<file path="src/rtl/pong_score_keeper.sv">
`default_nettype none
// ============================================================================
// Module      : pong_score_keeper
// Description : Pong point counter and match-flow controller (IDLE/PLAY/HOLD/
//               OVER) driving BCD score digits and ball freeze/serve controls.
//               Optional macro SCORE_SYNC_EN adds 2-flop input synchronizers.
// Revision    : 1.0 - initial release
// ============================================================================
module pong_score_keeper #(
    parameter int WIN_SCORE   = 9,
    parameter int HOLD_CYCLES = 25000000,
    parameter int HOLD_W      = 25
) (
    input  logic       clk25,
    input  logic       reset,
    input  logic       start,
    input  logic       score_p1,
    input  logic       score_p2,
    output logic [3:0] first,
    output logic [3:0] second,
    output logic       freeze,
    output logic       serve_dir,
    output logic       game_over,
    output logic       winner
);

    localparam logic [3:0]        c_win_score = WIN_SCORE[3:0];
    localparam logic [HOLD_W-1:0] c_hold_load = HOLD_W'(HOLD_CYCLES - 1);

    typedef enum logic [1:0] {
        S_IDLE = 2'd0,
        S_PLAY = 2'd1,
        S_HOLD = 2'd2,
        S_OVER = 2'd3
    } state_t;

    // Bit order everywhere below: {start, score_p2, score_p1}
    logic [2:0] w_in_raw;
    logic [2:0] w_in;
    assign w_in_raw = {start, score_p2, score_p1};

`ifdef SCORE_SYNC_EN
    logic [2:0] r_sync_meta;
    logic [2:0] r_sync_out;

    always_ff @(posedge clk25 or negedge reset) begin
        if (!reset) begin
            r_sync_meta <= '0;
            r_sync_out  <= '0;
        end else begin
            r_sync_meta <= w_in_raw;
            r_sync_out  <= r_sync_meta;
        end
    end

    assign w_in = r_sync_out;
`else
    assign w_in = w_in_raw;
`endif

    logic [2:0] r_prev;
    logic [2:0] w_rise;
    logic       w_start_rise;
    logic       w_p1_rise;
    logic       w_p2_rise;

    always_ff @(posedge clk25 or negedge reset) begin
        if (!reset) begin
            r_prev <= '0;
        end else begin
            r_prev <= w_in;
        end
    end

    assign w_rise       = w_in & ~r_prev;
    assign w_p1_rise    = w_rise[0];
    assign w_p2_rise    = w_rise[1];
    assign w_start_rise = w_rise[2];

    state_t            r_state;
    logic [3:0]        r_first;
    logic [3:0]        r_second;
    logic              r_freeze;
    logic              r_serve_dir;
    logic              r_game_over;
    logic              r_winner;
    logic [HOLD_W-1:0] r_hold_cnt;
    logic [3:0]        w_first_inc;
    logic [3:0]        w_second_inc;

    assign w_first_inc  = r_first + 4'd1;
    assign w_second_inc = r_second + 4'd1;

    always_ff @(posedge clk25 or negedge reset) begin
        if (!reset) begin
            r_state     <= S_IDLE;
            r_first     <= 4'd0;
            r_second    <= 4'd0;
            r_freeze    <= 1'b1;
            r_serve_dir <= 1'b0;
            r_game_over <= 1'b0;
            r_winner    <= 1'b0;
            r_hold_cnt  <= '0;
        end else begin
            case (r_state)
                S_IDLE: begin
                    r_freeze <= 1'b1;
                    if (w_start_rise) begin
                        r_first  <= 4'd0;
                        r_second <= 4'd0;
                        r_freeze <= 1'b0;
                        r_state  <= S_PLAY;
                    end
                end

                S_PLAY: begin
                    // freeze rises on the same edge as the score update so the
                    // ball logic never sees a live cycle after a point
                    if (w_p1_rise && w_p2_rise) begin
                        r_serve_dir <= ~r_serve_dir;
                        r_hold_cnt  <= c_hold_load;
                        r_freeze    <= 1'b1;
                        r_state     <= S_HOLD;
                    end else if (w_p1_rise) begin
                        r_first  <= w_first_inc;
                        r_freeze <= 1'b1;
                        if (w_first_inc == c_win_score) begin
                            r_winner    <= 1'b0;
                            r_game_over <= 1'b1;
                            r_state     <= S_OVER;
                        end else begin
                            r_serve_dir <= 1'b0;
                            r_hold_cnt  <= c_hold_load;
                            r_state     <= S_HOLD;
                        end
                    end else if (w_p2_rise) begin
                        r_second <= w_second_inc;
                        r_freeze <= 1'b1;
                        if (w_second_inc == c_win_score) begin
                            r_winner    <= 1'b1;
                            r_game_over <= 1'b1;
                            r_state     <= S_OVER;
                        end else begin
                            r_serve_dir <= 1'b1;
                            r_hold_cnt  <= c_hold_load;
                            r_state     <= S_HOLD;
                        end
                    end else begin
                        r_freeze <= 1'b0;
                    end
                end

                S_HOLD: begin
                    if (r_hold_cnt == '0) begin
                        r_freeze <= 1'b0;
                        r_state  <= S_PLAY;
                    end else begin
                        r_freeze   <= 1'b1;
                        r_hold_cnt <= r_hold_cnt - 1'b1;
                    end
                end

                S_OVER: begin
                    r_freeze <= 1'b1;
                    if (w_start_rise) begin
                        r_first     <= 4'd0;
                        r_second    <= 4'd0;
                        r_game_over <= 1'b0;
                        r_serve_dir <= 1'b0;
                        r_freeze    <= 1'b0;
                        r_state     <= S_PLAY;
                    end
                end

                default: begin
                    r_freeze <= 1'b1;
                    r_state  <= S_IDLE;
                end
            endcase
        end
    end

    assign first     = r_first;
    assign second    = r_second;
    assign freeze    = r_freeze;
    assign serve_dir = r_serve_dir;
    assign game_over = r_game_over;
    assign winner    = r_winner;

endmodule
`default_nettype wire

</file>
<file path="config.mk">
export PLATFORM = sky130hd
export DESIGN_NAME = pong_score_keeper
export DESIGN_NICKNAME = d
export VERILOG_FILES = /design/src/rtl/pong_score_keeper.sv
export SDC_FILE = /design/constraint.sdc
export NUM_CORES = 1
export LEC_CHECK = 0
export BUFFER_PORTS_ARGS = -buffer_cell sky130_fd_sc_hd__buf_2
export CORE_ASPECT_RATIO = 1.75
export CORE_UTILIZATION = 35
export CTS_CLUSTER_SIZE = 16
export DETAILED_ROUTE_END_ITERATION = 10
export GPL_TIMING_DRIVEN = 0
export HOLD_SLACK_MARGIN = 0.06
export PLACE_DENSITY = 0.49
export SYNTH_ARGS = -nofsm -noshare
export SYNTH_HDL_FRONTEND = slang
export SYNTH_SLANG_ARGS = --single-unit
export TNS_END_PERCENT = 1
</file>
<file path="constraint.sdc">
create_clock -name clk25 -period 6.2 [get_ports clk25]
set_input_delay 1.24 -clock clk25 [delete_from_list [all_inputs] [get_ports clk25]]
set_output_delay 1.24 -clock clk25 [all_outputs]
set_load 0.005 [all_outputs]
</file>
==> flow_metrics.py <==
metrics = {
    "synth": {
        "ys_seq_elements": 42,
        "synth-edff-count": 0,
        "ys_seq_area_share_pct": 42.6,
        "synthDistinctLibCells": 47,
        "async_flop_share_pct": 100,
        "synth_nets": 300,
        "netlist_area_mm2": 0.00247,
        "syn_inst": 285,
        "yosysWarningCount": 0,
        "synth-main-ff-cell": "dfrtp_1",
        "syn_area_per_cell_um2": 8.66,
    },
    "sta": {
        "grt_setup_unrepaired": "no",
        "tightest_slew_ns": 0.961,
        "finalCriticalPeriod_ns": 2.81,
        "report.final.slew_viol_count": 0,
        "tns_ns": 0,
        "fin_crit_sh_pct": 45.3,
        "finalClockSkew_ns": 0.00545,
        "final-hold-violation-count": 0,
        "slew_headroom_pct": 35.9,
        "timing.fmax_mhz": 356,
        "fin_ws_ns": 3.39,
        "setup_viol_count_final": 0,
    },
    "cts": {
        "clk_latency_ns": 0.29,
        "clkSinkCount": 42,
        "tritoncts": "yes",
        "cts_resized": 0,
        "cts_hold_buf": 0,
        "cts_buffers": 5,
        "cts_setup_buffers": 0,
        "clk_pin_slew_ns": 0.06,
        "h-tree-depth": 2,
        "clockBufferDepth": 2,
        "cts_root_buffer": "clkbuf_16",
    },
    "global_routing": {
        "grt_pass1_vias": 2251,
        "grt_max_degree": 43,
        "grt-ovfl-total": 0,
        "antenna_found_initial": 0,
        "grtUsageTotal_pct": 19.8,
        "grt_pass1_wl_mm": 11.0,
    },
    "worst_setup_path": {
        "cp_max_fo": 7,
        "critical_path_required_ns": 6.38,
        "cp_data_arrival_time_ns": 2.99,
        "cp_num_buf_inv": 2,
        "crit_chain": "buf_2 > nor2b_1 > nand4_1 > o31ai_1 > nor2_1 > and2_1 > buf_2 > a22o_1",
        "crit_type": "input pin to flop",
        "startpoint_type": "input pin",
        "slowest_stage": "o31ai_1",
        "crit_top_cell": "buf_2",
        "critPathTopFamily": "simple AND/OR/NAND/NOR gates",
        "crit_path_end_kind": "flop",
        "max_stage_delay_ns": 0.37,
    },
    "floorplanning": {
        "die_y_um": 113,
        "start_util_pct": 36.0,
        "die_area_mm2": 0.00741,
        "dieWidth_um": 65.5,
        "placementRows": 40,
        "fp.coreArea_mm2": 0.00686,
        "boundaryPins": 17,
    },
    "finish": {
        "final_util_pct": 40.8,
        "layout-drive-gt1-share_pct": 10.7,
        "syn_to_final_growth_pct": 13.4,
        "final_nets": 323,
        "antennaDiodeCount": 0,
        "fillers": 707,
    },
    "route": {
        "post_drt_wl_per_cell_um": 16.5,
        "drt_pass1_iterations": 4,
        "drt_wl_total_mm": 6.47,
        "drc_errors": 0,
        "routed_via_density": 5.58,
        "antenna_left": 0,
        "drt_iter0_markers": 142,
        "vias": 2192,
    },
    "outcome": {
        "status": "complete, no violations",
    },
    "power": {
        "p_leak_nw": 1.26,
        "cellPowerDensity_mw_per_mm2": 197,
        "vdd_drop_max_uv": 144,
    },
    "run": {
        "drv_cap": 0,
    },
    "worst_hold_path": {
        "hp-class": "flop to flop",
    },
    "place": {
        "dp_hpwl_mm": 4.81,
        "place.gp.congestion": 0.838,
        "io_buffer_count": 16,
        "dpl_worst_slack_ns": 3.08,
    },
}
-- synth_stat cells (2+ instances only) --
cell type / n / area share (%)
a21boi_0: 2 / 0.61
a21oi_1: 25 / 5.1
a22o_1: 2 / 0.71
a31oi_1: 8 / 2.0
and2_1: 3 / 0.76
and4_1: 2 / 0.71
buf_2: 2 / 0.41
clkbuf_1: 6 / 0.91
dfrtp_1: 41 / 42
ha_1: 10 / 5.1
inv_1: 14 / 2.1
mux2i_1: 4 / 1.6
nand2_1: 34 / 5.2
nand2b_1: 9 / 2.3
nand3_1: 11 / 2.2
nand4_1: 4 / 1.0
nor2_1: 22 / 3.3
nor2b_1: 4 / 1.0
nor3_1: 13 / 2.6
nor4_1: 5 / 1.3
nor4_2: 2 / 1.0
o211ai_1: 2 / 0.61
o21ai_0: 24 / 4.9
o22a_1: 6 / 2.1
o31ai_1: 5 / 1.5
or3_1: 4 / 1.0
-- where the power goes --
group	total (mW)	internal, mW	switching, mW	leakage [nW]
clock	0.266	0.161	0.106	0.0712
combinational	0.0102	0.00195	0.00821	0.638
sequential	0.276	0.275	0.000322	0.552
total	0.552	0.438	0.114	1.26
-- layout by cell type, fill, tap and decap left out, types with 8 or more instances in the layout --
master	instances
ha_1	10
clkbuf_1	8
a31oi_1	8
nor2_1	22
dfrtp_1	41
buf_2	18
nor3_1	13
inv_1	14
nand2_1	34
o21ai_0	24
a21oi_1	25
nand3_1	11
nand2b_1	9
-- layout make-up --
type,count,area (um^2),area share [%]
buffer,9,40.0,1.43
clock buffer,8,146,5.23
inverter,14,52.6,1.88
multi-input combinational,220,1320,47.3
sequential,42,1050,37.6
tap,84,105,3.75
timing repair buffer,16,80.1,2.86
-- stage by stage --
stage / instance area (um^2) / hold WS, ns / std cells / power, mW
3_5_place_dp: 2650 / 0.476 / 385 / 0.291
3_3_place_gp: 2650 / 0.482 / 385 / 0.291
6_report: 2800 / 0.482 / 393 / 0.552
2_1_floorplan: 2470 / 0.452 / 285 / 0.283
4_1_cts: 2800 / 0.484 / 393 / 0.563
5_1_grt: 2800 / 0.513 / 393 / 0.573
-- sequential cells by signal (all words and copies together), names as in the netlist --
signal / flops
serve_dir: 1
second: 4
r_state: 2
r_hold_cnt: 25
game_over: 1
freeze: 1
first: 4
r_prev: 3
winner: 1
-- cells by family after synthesis --
kind of cell               after synthesis  share of synthesized area [%]
and+or+nand+nor                        120                           24.7
AOI/OAI and AO/OA                       84                           21.5
DFF                                     42                           42.6
buffers and inverters                   23                           3.75
adders and majority gates               10                           5.07
muxes                                    4                           1.62
xor gates and xnor gates                 2                          0.710
-- routing by layer --
metal	vias up	global-route usage (%)	wire length [um]
met4	0	10.4	216
met5	-	0	0
met2	38	36.8	3640
li1	1080	-	-
met3	15	3.13	143
met1	1059	20.3	2460
-- worst paths after layout --
check | slack [ns] | from | endpoint | cells after the start
setup / recovery | 3.39 | score_p1 | r_hold_cnt[15] | 8
hold / removal | 0.48 | r_hold_cnt[16] | r_hold_cnt[16] | 1
setup reg to reg | 3.74 | r_hold_cnt[0] | r_hold_cnt[20] | 9
hold reg to reg | 0.48 | r_hold_cnt[16] | r_hold_cnt[16] | 1
max in group asynchronous | 4.50 | reset | r_state[1] | 1
min in group asynchronous | 1.10 | reset | r_hold_cnt[0] | 1
Note: power is estimated with default switching activity, not from simulation.
